`config.mk`:
```
export PLATFORM = sky130hd
export DESIGN_NAME = key_debounce_bank
export DESIGN_NICKNAME = d
export VERILOG_FILES = /design/src/rtl/key_debounce_bank.sv
export SDC_FILE = /design/constraint.sdc
export NUM_CORES = 1
export LEC_CHECK = 0
export CAP_MARGIN = 30
export CORE_MARGIN = 2
export CORE_UTILIZATION = 52
export DETAILED_ROUTE_END_ITERATION = 8
export GPL_ROUTABILITY_DRIVEN = 0
export PLACE_DENSITY = 0.79
export SLEW_MARGIN = 20
export SYNTH_ARGS = -nofsm -noshare
export SYNTH_HDL_FRONTEND = slang
export SYNTH_SLANG_ARGS = --single-unit
```
`constraint.sdc`:
```
create_clock -name clk -period 1.7 [get_ports clk]
set_clock_uncertainty 0.1 [all_clocks]
set_input_delay 0.425 -clock clk [delete_from_list [all_inputs] [get_ports clk]]
set_output_delay 0.425 -clock clk [all_outputs]
set_load 0.02 [all_outputs]
```
`src/rtl/key_debounce_bank.sv`:
```
// Multi-channel key conditioner: 2-flop sync, polarity normalise, debounce, press/release events,
// last-pressed tracking. Define KEY_AUTOREPEAT_EN to add periodic repeat presses while a key is held.
module key_debounce_bank #(
  parameter int N_CH         = 4,
  parameter int DB_CYCLES    = 16,
  parameter bit ACTIVE_LOW   = 1'b1,
  parameter int REPEAT_DELAY = 64,
  parameter int REPEAT_RATE  = 16,
  parameter int IDX_W        = (N_CH > 1) ? $clog2(N_CH) : 1
) (
  input  logic             clk,
  input  logic             rst_flag,
  input  logic [N_CH-1:0]  raw_in,
  input  logic             clear,
  output logic [N_CH-1:0]  level_out,
  output logic [N_CH-1:0]  press_pulse,
  output logic [N_CH-1:0]  release_pulse,
  output logic [IDX_W-1:0] last_idx,
  output logic             last_valid
);

  localparam int CNT_W = $clog2(DB_CYCLES);
  localparam logic [CNT_W-1:0] CNT_MAX = CNT_W'(DB_CYCLES - 1);
  localparam logic [N_CH-1:0] RELEASED = {N_CH{ACTIVE_LOW}};

  logic [N_CH-1:0]  sync1, sync2, norm, mism, flip, rep_fire;
  logic [CNT_W-1:0] db_cnt [N_CH];
  logic [IDX_W-1:0] low_idx;

  // Synchronisers start at the released level so an idle pin never looks like a press.
  always_ff @(posedge clk or posedge rst_flag) begin
    if (rst_flag) begin
      sync1 <= RELEASED;
      sync2 <= RELEASED;
    end else begin
      sync1 <= raw_in;
      sync2 <= sync1;
    end
  end

  assign norm = ACTIVE_LOW ? ~sync2 : sync2;
  assign mism = norm ^ level_out;

  always_comb begin
    flip = '0;
    for (int i = 0; i < N_CH; i++)
      flip[i] = mism[i] && (db_cnt[i] == CNT_MAX);
  end

  always_ff @(posedge clk or posedge rst_flag) begin
    if (rst_flag) begin
      for (int i = 0; i < N_CH; i++) db_cnt[i] <= '0;
      level_out     <= '0;
      press_pulse   <= '0;
      release_pulse <= '0;
    end else begin
      for (int i = 0; i < N_CH; i++) begin
        if (!mism[i] || flip[i]) db_cnt[i] <= '0;
        else                     db_cnt[i] <= db_cnt[i] + CNT_W'(1);
      end
      level_out     <= level_out ^ flip;
      press_pulse   <= (flip & ~level_out) | rep_fire;
      release_pulse <= flip & level_out;
    end
  end

`ifdef KEY_AUTOREPEAT_EN
  localparam int REP_MAX = (REPEAT_DELAY > REPEAT_RATE) ? REPEAT_DELAY : REPEAT_RATE;
  localparam int REP_W   = $clog2(REP_MAX);
  localparam logic [REP_W-1:0] DELAY_END = REP_W'(REPEAT_DELAY - 1);
  localparam logic [REP_W-1:0] RATE_END  = REP_W'(REPEAT_RATE - 1);

  logic [REP_W-1:0] rep_cnt [N_CH];
  logic [N_CH-1:0]  rep_phase;

  // A releasing channel (flip while level is high) must not repeat on that edge.
  always_comb begin
    rep_fire = '0;
    for (int i = 0; i < N_CH; i++)
      rep_fire[i] = level_out[i] && !flip[i] &&
                    (rep_cnt[i] == (rep_phase[i] ? RATE_END : DELAY_END));
  end

  always_ff @(posedge clk or posedge rst_flag) begin
    if (rst_flag) begin
      for (int i = 0; i < N_CH; i++) rep_cnt[i] <= '0;
      rep_phase <= '0;
    end else begin
      for (int i = 0; i < N_CH; i++) begin
        if (!level_out[i] || flip[i]) begin
          rep_cnt[i]   <= '0;
          rep_phase[i] <= 1'b0;
        end else if (rep_fire[i]) begin
          rep_cnt[i]   <= '0;
          rep_phase[i] <= 1'b1;
        end else begin
          rep_cnt[i]   <= rep_cnt[i] + REP_W'(1);
        end
      end
    end
  end
`else
  assign rep_fire = '0;
`endif

  always_comb begin
    low_idx = '0;
    for (int i = N_CH - 1; i >= 0; i--)
      if (press_pulse[i]) low_idx = IDX_W'(i);
  end

  // A visible press beats a simultaneous clear.
  always_ff @(posedge clk or posedge rst_flag) begin
    if (rst_flag) begin
      last_idx   <= '0;
      last_valid <= 1'b0;
    end else if (|press_pulse) begin
      last_idx   <= low_idx;
      last_valid <= 1'b1;
    end else if (clear) begin
      last_valid <= 1'b0;
    end
  end

endmodule
```
==> impl_metrics.yaml, run 1 <==
run_status:
  status: "finished clean"
timing:
  hold_violations: 0
  rsz0062_at_grt: "false"
  fin_tns_setup_ps: 0
  maxSlewHeadroom_pct: 82.7
  setup_viol: 0
  drv_slew: 0
  max_slew.worst_pin.slew_ps: 258
  hold-worst-slack_ps: 257
  min_period_ps: 1640
  timing.final.crit_share_pct: 96.7
  fmax_mhz: 608
die:
  io_pins: 22
  die_w_um: 57.7
  fp-row-count: 19
  die-area_um2: 3330
  floorplan.initialDensity_pct: 54.4
  dieHeight_um: 57.7
  coreArea_um2: 2760
critical_path:
  critPathBufInv: 1
  crit_chain: "dlygate4sd2_1"
  worstSetupStartpointType: "register"
  rrSetupSlack_ps: 280
  required_ps: 1170
  reg2reg_to: "level_out[2]"
  rr_startpoint: "db_cnt[4]"
  critPathCaptureType: "output pin"
  cp_data_arrival_time_ps: 1120
  slowest_delay_ps: 420
  worstPathMaxFanout: 4
  worstSetupPathType: "register to output pin"
  cp_top_family: "flip-flops"
  reg2reg_depth: 5
  cpMaxStageDelayCell: "dfrtp_1"
yosys:
  syn_inst: 116
  synth_top_family_by_area: "simple AND/OR/NAND/NOR gates"
  ys_seq_area_share_pct: 65.7
  synth_xor_area_share_pct: 7.00
  synth_compound_area_share_pct: 1.17
  synthTopCellsByArea: "dfrtp_1, dfstp_2, ha_1"
  synth_edf_count: 0
  synth_nets: 135
  syn_area_um2: 1500
  synthMuxAreaShare_pct: 0
  yosys_register_bits: 39
  synthDominantCellAreaShare_pct: 51.7
  synth.most_common_cell: "dfrtp_1"
  ys_top_cells_by_count: "dfrtp_1, nor2_1, inv_1"
  yosys_warnings: 0
  synthFlopType: "dfrtp_1"
  synth_simple_gate_area_share_pct: 12.4
  postSynthAreaPerCell_um2: 12.9
  synth_top_area_cell: "dfrtp_1"
  synthDistinctLibCells: 14
  async_flop_share_pct: 100
  synth_adder_area_share_pct: 10.0
final_layout:
  syn2layout_area_growth_pct: 22.5
  multiInputGateArea_um2: 459
  nets: 164
  fillers: 211
  regArea_um2: 986
  diodes: 0
  layout-drive-gt1-share_pct: 14.4
power:
  peakVddDrop_mv: 0.693
  leakagePower_nw: 1.02
  p_per_area_nw_per_um2: 931
cts:
  cts_buffers: 5
  post_cts_buffers: 0
  cts.htree.levels: 2
  cts_tree: "built"
  clkLatencyLatePin_ps: 340
  cts_buffer_depth: 2
  clock-sinks: 39
  cts.hold.buffers_added: 0
  cts-root-buf: "clkbuf_4"
  clk_pin_slew_worst_paths_ps: 120
hold_path:
  min_to: "sync2[3]"
  holdCritStartpoint: "sync1[3]"
  hold_depth: 0
  worstHoldPathType: "register to register"
run:
  max-cap-violations: 0
detailed_routing:
  routed_via_density: 4.82
  wl_per_cell_um: 11.6
  routed_wl_um: 2060
  first_iter_violations: 18
  dr.pass1.iters: 4
  remaining_drc_errors: 0
  vias: 853
  drtAntennaViolNets: 0
global_route:
  grt_max_degree: 40
  grt_pass1_vias: 870
  grt_use_total_pct: 15.2
  antenna_found_initial: 0
  grt-ovfl-total: 0
  grt_pass1_wl_um: 3720
placed_design:
  portBuffers: 21
  hpwl_um: 1570
repair_timing:
action / CTS / global route
cloned: 0 / 0
gates resized for setup: 15 / 1
endpoints found under the setup margin: 15 / 1
how the worst max path moves through the flow:
stage                   startpoint              to  cells after the start
finish              press_pulse[1]  press_pulse[1]                      1
global route          level_out[3]    level_out[3]                      1
CTS                 press_pulse[1]  press_pulse[1]                      1
detailed placement  press_pulse[1]  press_pulse[1]                      1
global placement      level_out[0]    level_out[0]                      1
floorplan                 rst_flag       db_cnt[0]                      1
through the flow:
stage | std cells | total power (W) | worst slack (ps) | utilization [%] | area, µm²
after floorplan | 116 | 0.00107 | 299 | - | 1500
after global placement | 169 | 0.00110 | 179 | 64.2 | 1770
after detailed placement | 169 | 0.00110 | 156 | 64.2 | 1770
after CTS | 177 | 0.00174 | 42.9 | 66.7 | 1840
after global routing | 177 | 0.00180 | 2.29 | 66.7 | 1840
final | 177 | 0.00171 | 56.5 | 66.7 | 1840
state kept, by name, indices dropped and copies added (netlist names):
register and count:
sync2 4, sync1 4, db_cnt 16, release_pulse 4
last_idx 2, level_out 4, press_pulse 4, last_valid 1
logic make-up after synthesis:
logic type | after synthesis
flops | 39
simple gates | 35
buf+inv | 15
xor+xnor | 12
fa+ha+maj | 12
compound gates | 3
cell usage in the layout (no fill, tap or decap):
master	count
buf_12	1
dlygate4sd2_1	14
a21oi_1	1
dfrtp_1	31
nor3_1	2
xnor2_1	4
nor2_1	20
ha_1	12
clkbuf_4	5
inv_1	15
clkdlybuf4s50_1	6
clkdlybuf4s15_1	1
nand3_1	8
clkbuf_8	1
nand2b_4	4
o21ai_0	1
o21bai_1	1
nor4_1	1
bufinv_16	1
clkinv_2	1
dfstp_2	8
xor2_1	8
routing by layer:
metal  vias up  global-route usage [%]  share of wire [%]
met2        21                    23.4                 49
met1       408                    18.8                 43
li1        419                       -                  -
met4         0                    9.63                2.4
met5         -                       0                  0
met3         5                    4.69                4.9
where the power goes:
group,switching (W),internal [W],total [W]
clock network,0.000282,0.000348,0.000630
logic,0.0000471,0.0000478,0.0000949
registers,0.0000201,0.000968,0.000988
total,0.000349,0.00136,0.00171
layout make-up:
class,instances,share of cell area (%)
repair buffers,22,11.6
flip-flops and latches,39,53.6
inverters,15,3.06
clock inverters,2,1.90
clock buffers,6,2.79
multi-input cells,62,25.0
well taps,31,2.11
No activity file was read; power rests on OpenSTA's default activity.
==> inputs of run 2 (changes only) <==
==> constraint.sdc (replaced) <==
create_clock -name clk -period 1.7 [get_ports clk]
set_clock_uncertainty 0.1 [all_clocks]
set_input_delay 0.255 -clock clk [delete_from_list [all_inputs] [get_ports clk]]
set_output_delay 0.255 -clock clk [all_outputs]
set_load 0.02 [all_outputs]
==> run 2 against run 1 <==
  * Worst hold slack got worse by 100 ps
  * Combinational power decreased by 0.5%
  * Final cell count unchanged
  * Global-route usage up 0.34 points
  * Clock power fell by 30%
  * Core utilization is 0.91 points lower
  * Sequential power about the same
  * Register-to-register slack got worse by 20 ps
  * First-iteration DRC count rose by 83%
  * Largest cell class unchanged
  * Largest power group unchanged
==> impl_metrics.yaml, run 2 (synthesis gave the netlist of run 1 again) <==
critical_path:
  cp_data_arrival_time_ps: 1280
  critPathBufInv: 1
  worstSetupStartpointType: "register"
  crit_chain: "clkdlybuf4s50_1"
  slowest_delay_ps: 600
  cpMaxStageDelayCell: "clkdlybuf4s50_1"
  worstSetupPathType: "register to output pin"
  worstPathMaxFanout: 1
  required_ps: 1340
  cp_top_family: "buffers and inverters"
  critPathCaptureType: "output pin"
timing:
  min_period_ps: 1630
  max_slew.worst_pin.slew_ps: 267
  fin_tns_setup_ps: 0
  drv_slew: 0
  setup_viol: 0
  timing.final.crit_share_pct: 96.2
  hold_violations: 0
  maxSlewHeadroom_pct: 82.2
  hold-worst-slack_ps: 153
  fmax_mhz: 612
  rsz0062_at_grt: "false"
final_layout:
  nets: 164
  layout_common_cells: "dfrtp_1, nor2_1, inv_1"
  layout_commonest_cell: "dfrtp_1"
  syn2layout_area_growth_pct: 20.8
  regMostFlops: "db_cnt"
  multiInputGateArea_um2: 459
  regArea_um2: 986
  layout-drive-gt1-share_pct: 13.0
  diodes: 0
  fillers: 222
  largest_reg_flops: 16
detailed_routing:
  vias: 854
  drtAntennaViolNets: 0
  first_iter_violations: 33
  wl_per_cell_um: 11.8
  routed_via_density: 4.82
  routed_wl_um: 2090
  dr.pass1.iters: 2
  remaining_drc_errors: 0
power:
  peakVddDrop_mv: 0.671
  p_int_w: 0.00118
  p_per_area_nw_per_um2: 838
  leakagePower_nw: 1.01
  power_frac_seq_pct: 65.0
  pwr-share-comb_pct: 6.2
  pwr-share-clk_pct: 28.8
  p_sw_share_pct: 22.6
  p_sw_w: 0.000344
hold_path:
  worstHoldPathType: "input pin to async pin"
run_status:
  status: "finished clean"
die:
  coreArea_um2: 2760
  dieHeight_um: 57.7
  fp-row-count: 19
  floorplan.initialDensity_pct: 54.4
  die_w_um: 57.7
  die-area_um2: 3330
  io_pins: 22
global_route:
  grt_use_total_pct: 15.6
  grt_pass1_wl_um: 3840
  grt-ovfl-total: 0
  grt_max_degree: 40
  antenna_found_initial: 0
  grt_pass1_vias: 911
cts:
  cts_buffer_depth: 2
  clkLatencyLatePin_ps: 340
  cts-root-buf: "clkbuf_4"
  cts_tree: "built"
  cts.hold.buffers_added: 0
  clock-sinks: 39
  clk_pin_slew_worst_paths_ps: 110
  cts.htree.levels: 2
  cts_buffers: 5
  post_cts_buffers: 0
run:
  max-cap-violations: 0
placed_design:
  hpwl_um: 1610
  portBuffers: 21
-- run 2: changes by cell type in the layout (fill, tap and decap cells not counted) --
cell	change
clkbuf_8	-1
dlymetal6s2s_1	+2
bufinv_16	-1
clkbuf_1	+2
clkdlybuf4s15_1	-1
dlygate4sd2_1	-5
clkdlybuf4s50_1	+4
-- run 2: worst paths after layout --
check,startpoint,end,slack [ps],depth (start not counted)
setup reg to reg,sync2[3],level_out[3],260,4
hold / removal,rst_flag,press_pulse[0],150,3
setup / recovery,release_pulse[3],release_pulse[3],70,1
hold reg to reg,sync1[3],sync2[3],250,0
max in group asynchronous,rst_flag,sync1[0],1090,3
min in group clk,raw_in[1],sync1[1],220,1
-- run 2: layout make-up --
cell class / instances / share of cell area [%]
clock inverter: 1 / 0.276
timing repair buffer: 22 / 12.3
multi-input combinational: 62 / 25.3
clock buffer: 7 / 2.48
tap: 31 / 2.14
inverter: 15 / 3.10
sequential: 39 / 54.3
-- run 2: metal layers --
layer	GRT usage [%]	wire (µm)	part of all wire, %
met4	5.98	28	1.3
met5	0	0	0
met1	17.7	826	40
met2	27.6	1130	54
met3	4.69	104	5.0
-- run 2: metrics by stage --
stage	worst slack (ps)	total power [W]	utilization (%)	cell area (µm²)	instances
5_1_grt	3.72	0.00159	65.8	1810	177
4_1_cts	21.0	0.00154	65.6	1810	177
3_3_place_gp	330	0.00110	64.2	1770	169
3_5_place_dp	292	0.00110	64.2	1770	169
6_report	65.4	0.00152	65.8	1810	177
2_1_floorplan	391	0.00107	-	1500	116
-- run 2: power groups by stage --
stage                     Sequential [W]  Clock [W]  Combinational (W)
final                           0.000989   0.000438          0.0000944
after global routing            0.000994   0.000486           0.000110
after CTS                       0.000990   0.000454          0.0000981
after detailed placement         0.00101          0          0.0000977
after global placement           0.00100          0          0.0000923
after floorplan                  0.00100          0          0.0000636
-- run 2: what timing repair did --
item	in CTS	in global routing
gates cloned	0	0
gates resized for setup	9	2
setup endpoints to repair	9	2
endpoints found under the hold margin	0	0
==> inputs of run 3 (changes only) <==
- CTS_CLUSTER_DIAMETER: not set -> 100
==> results of run 3 <==
Same layout as run 2: the final DEF is identical, and so are final timing and power.
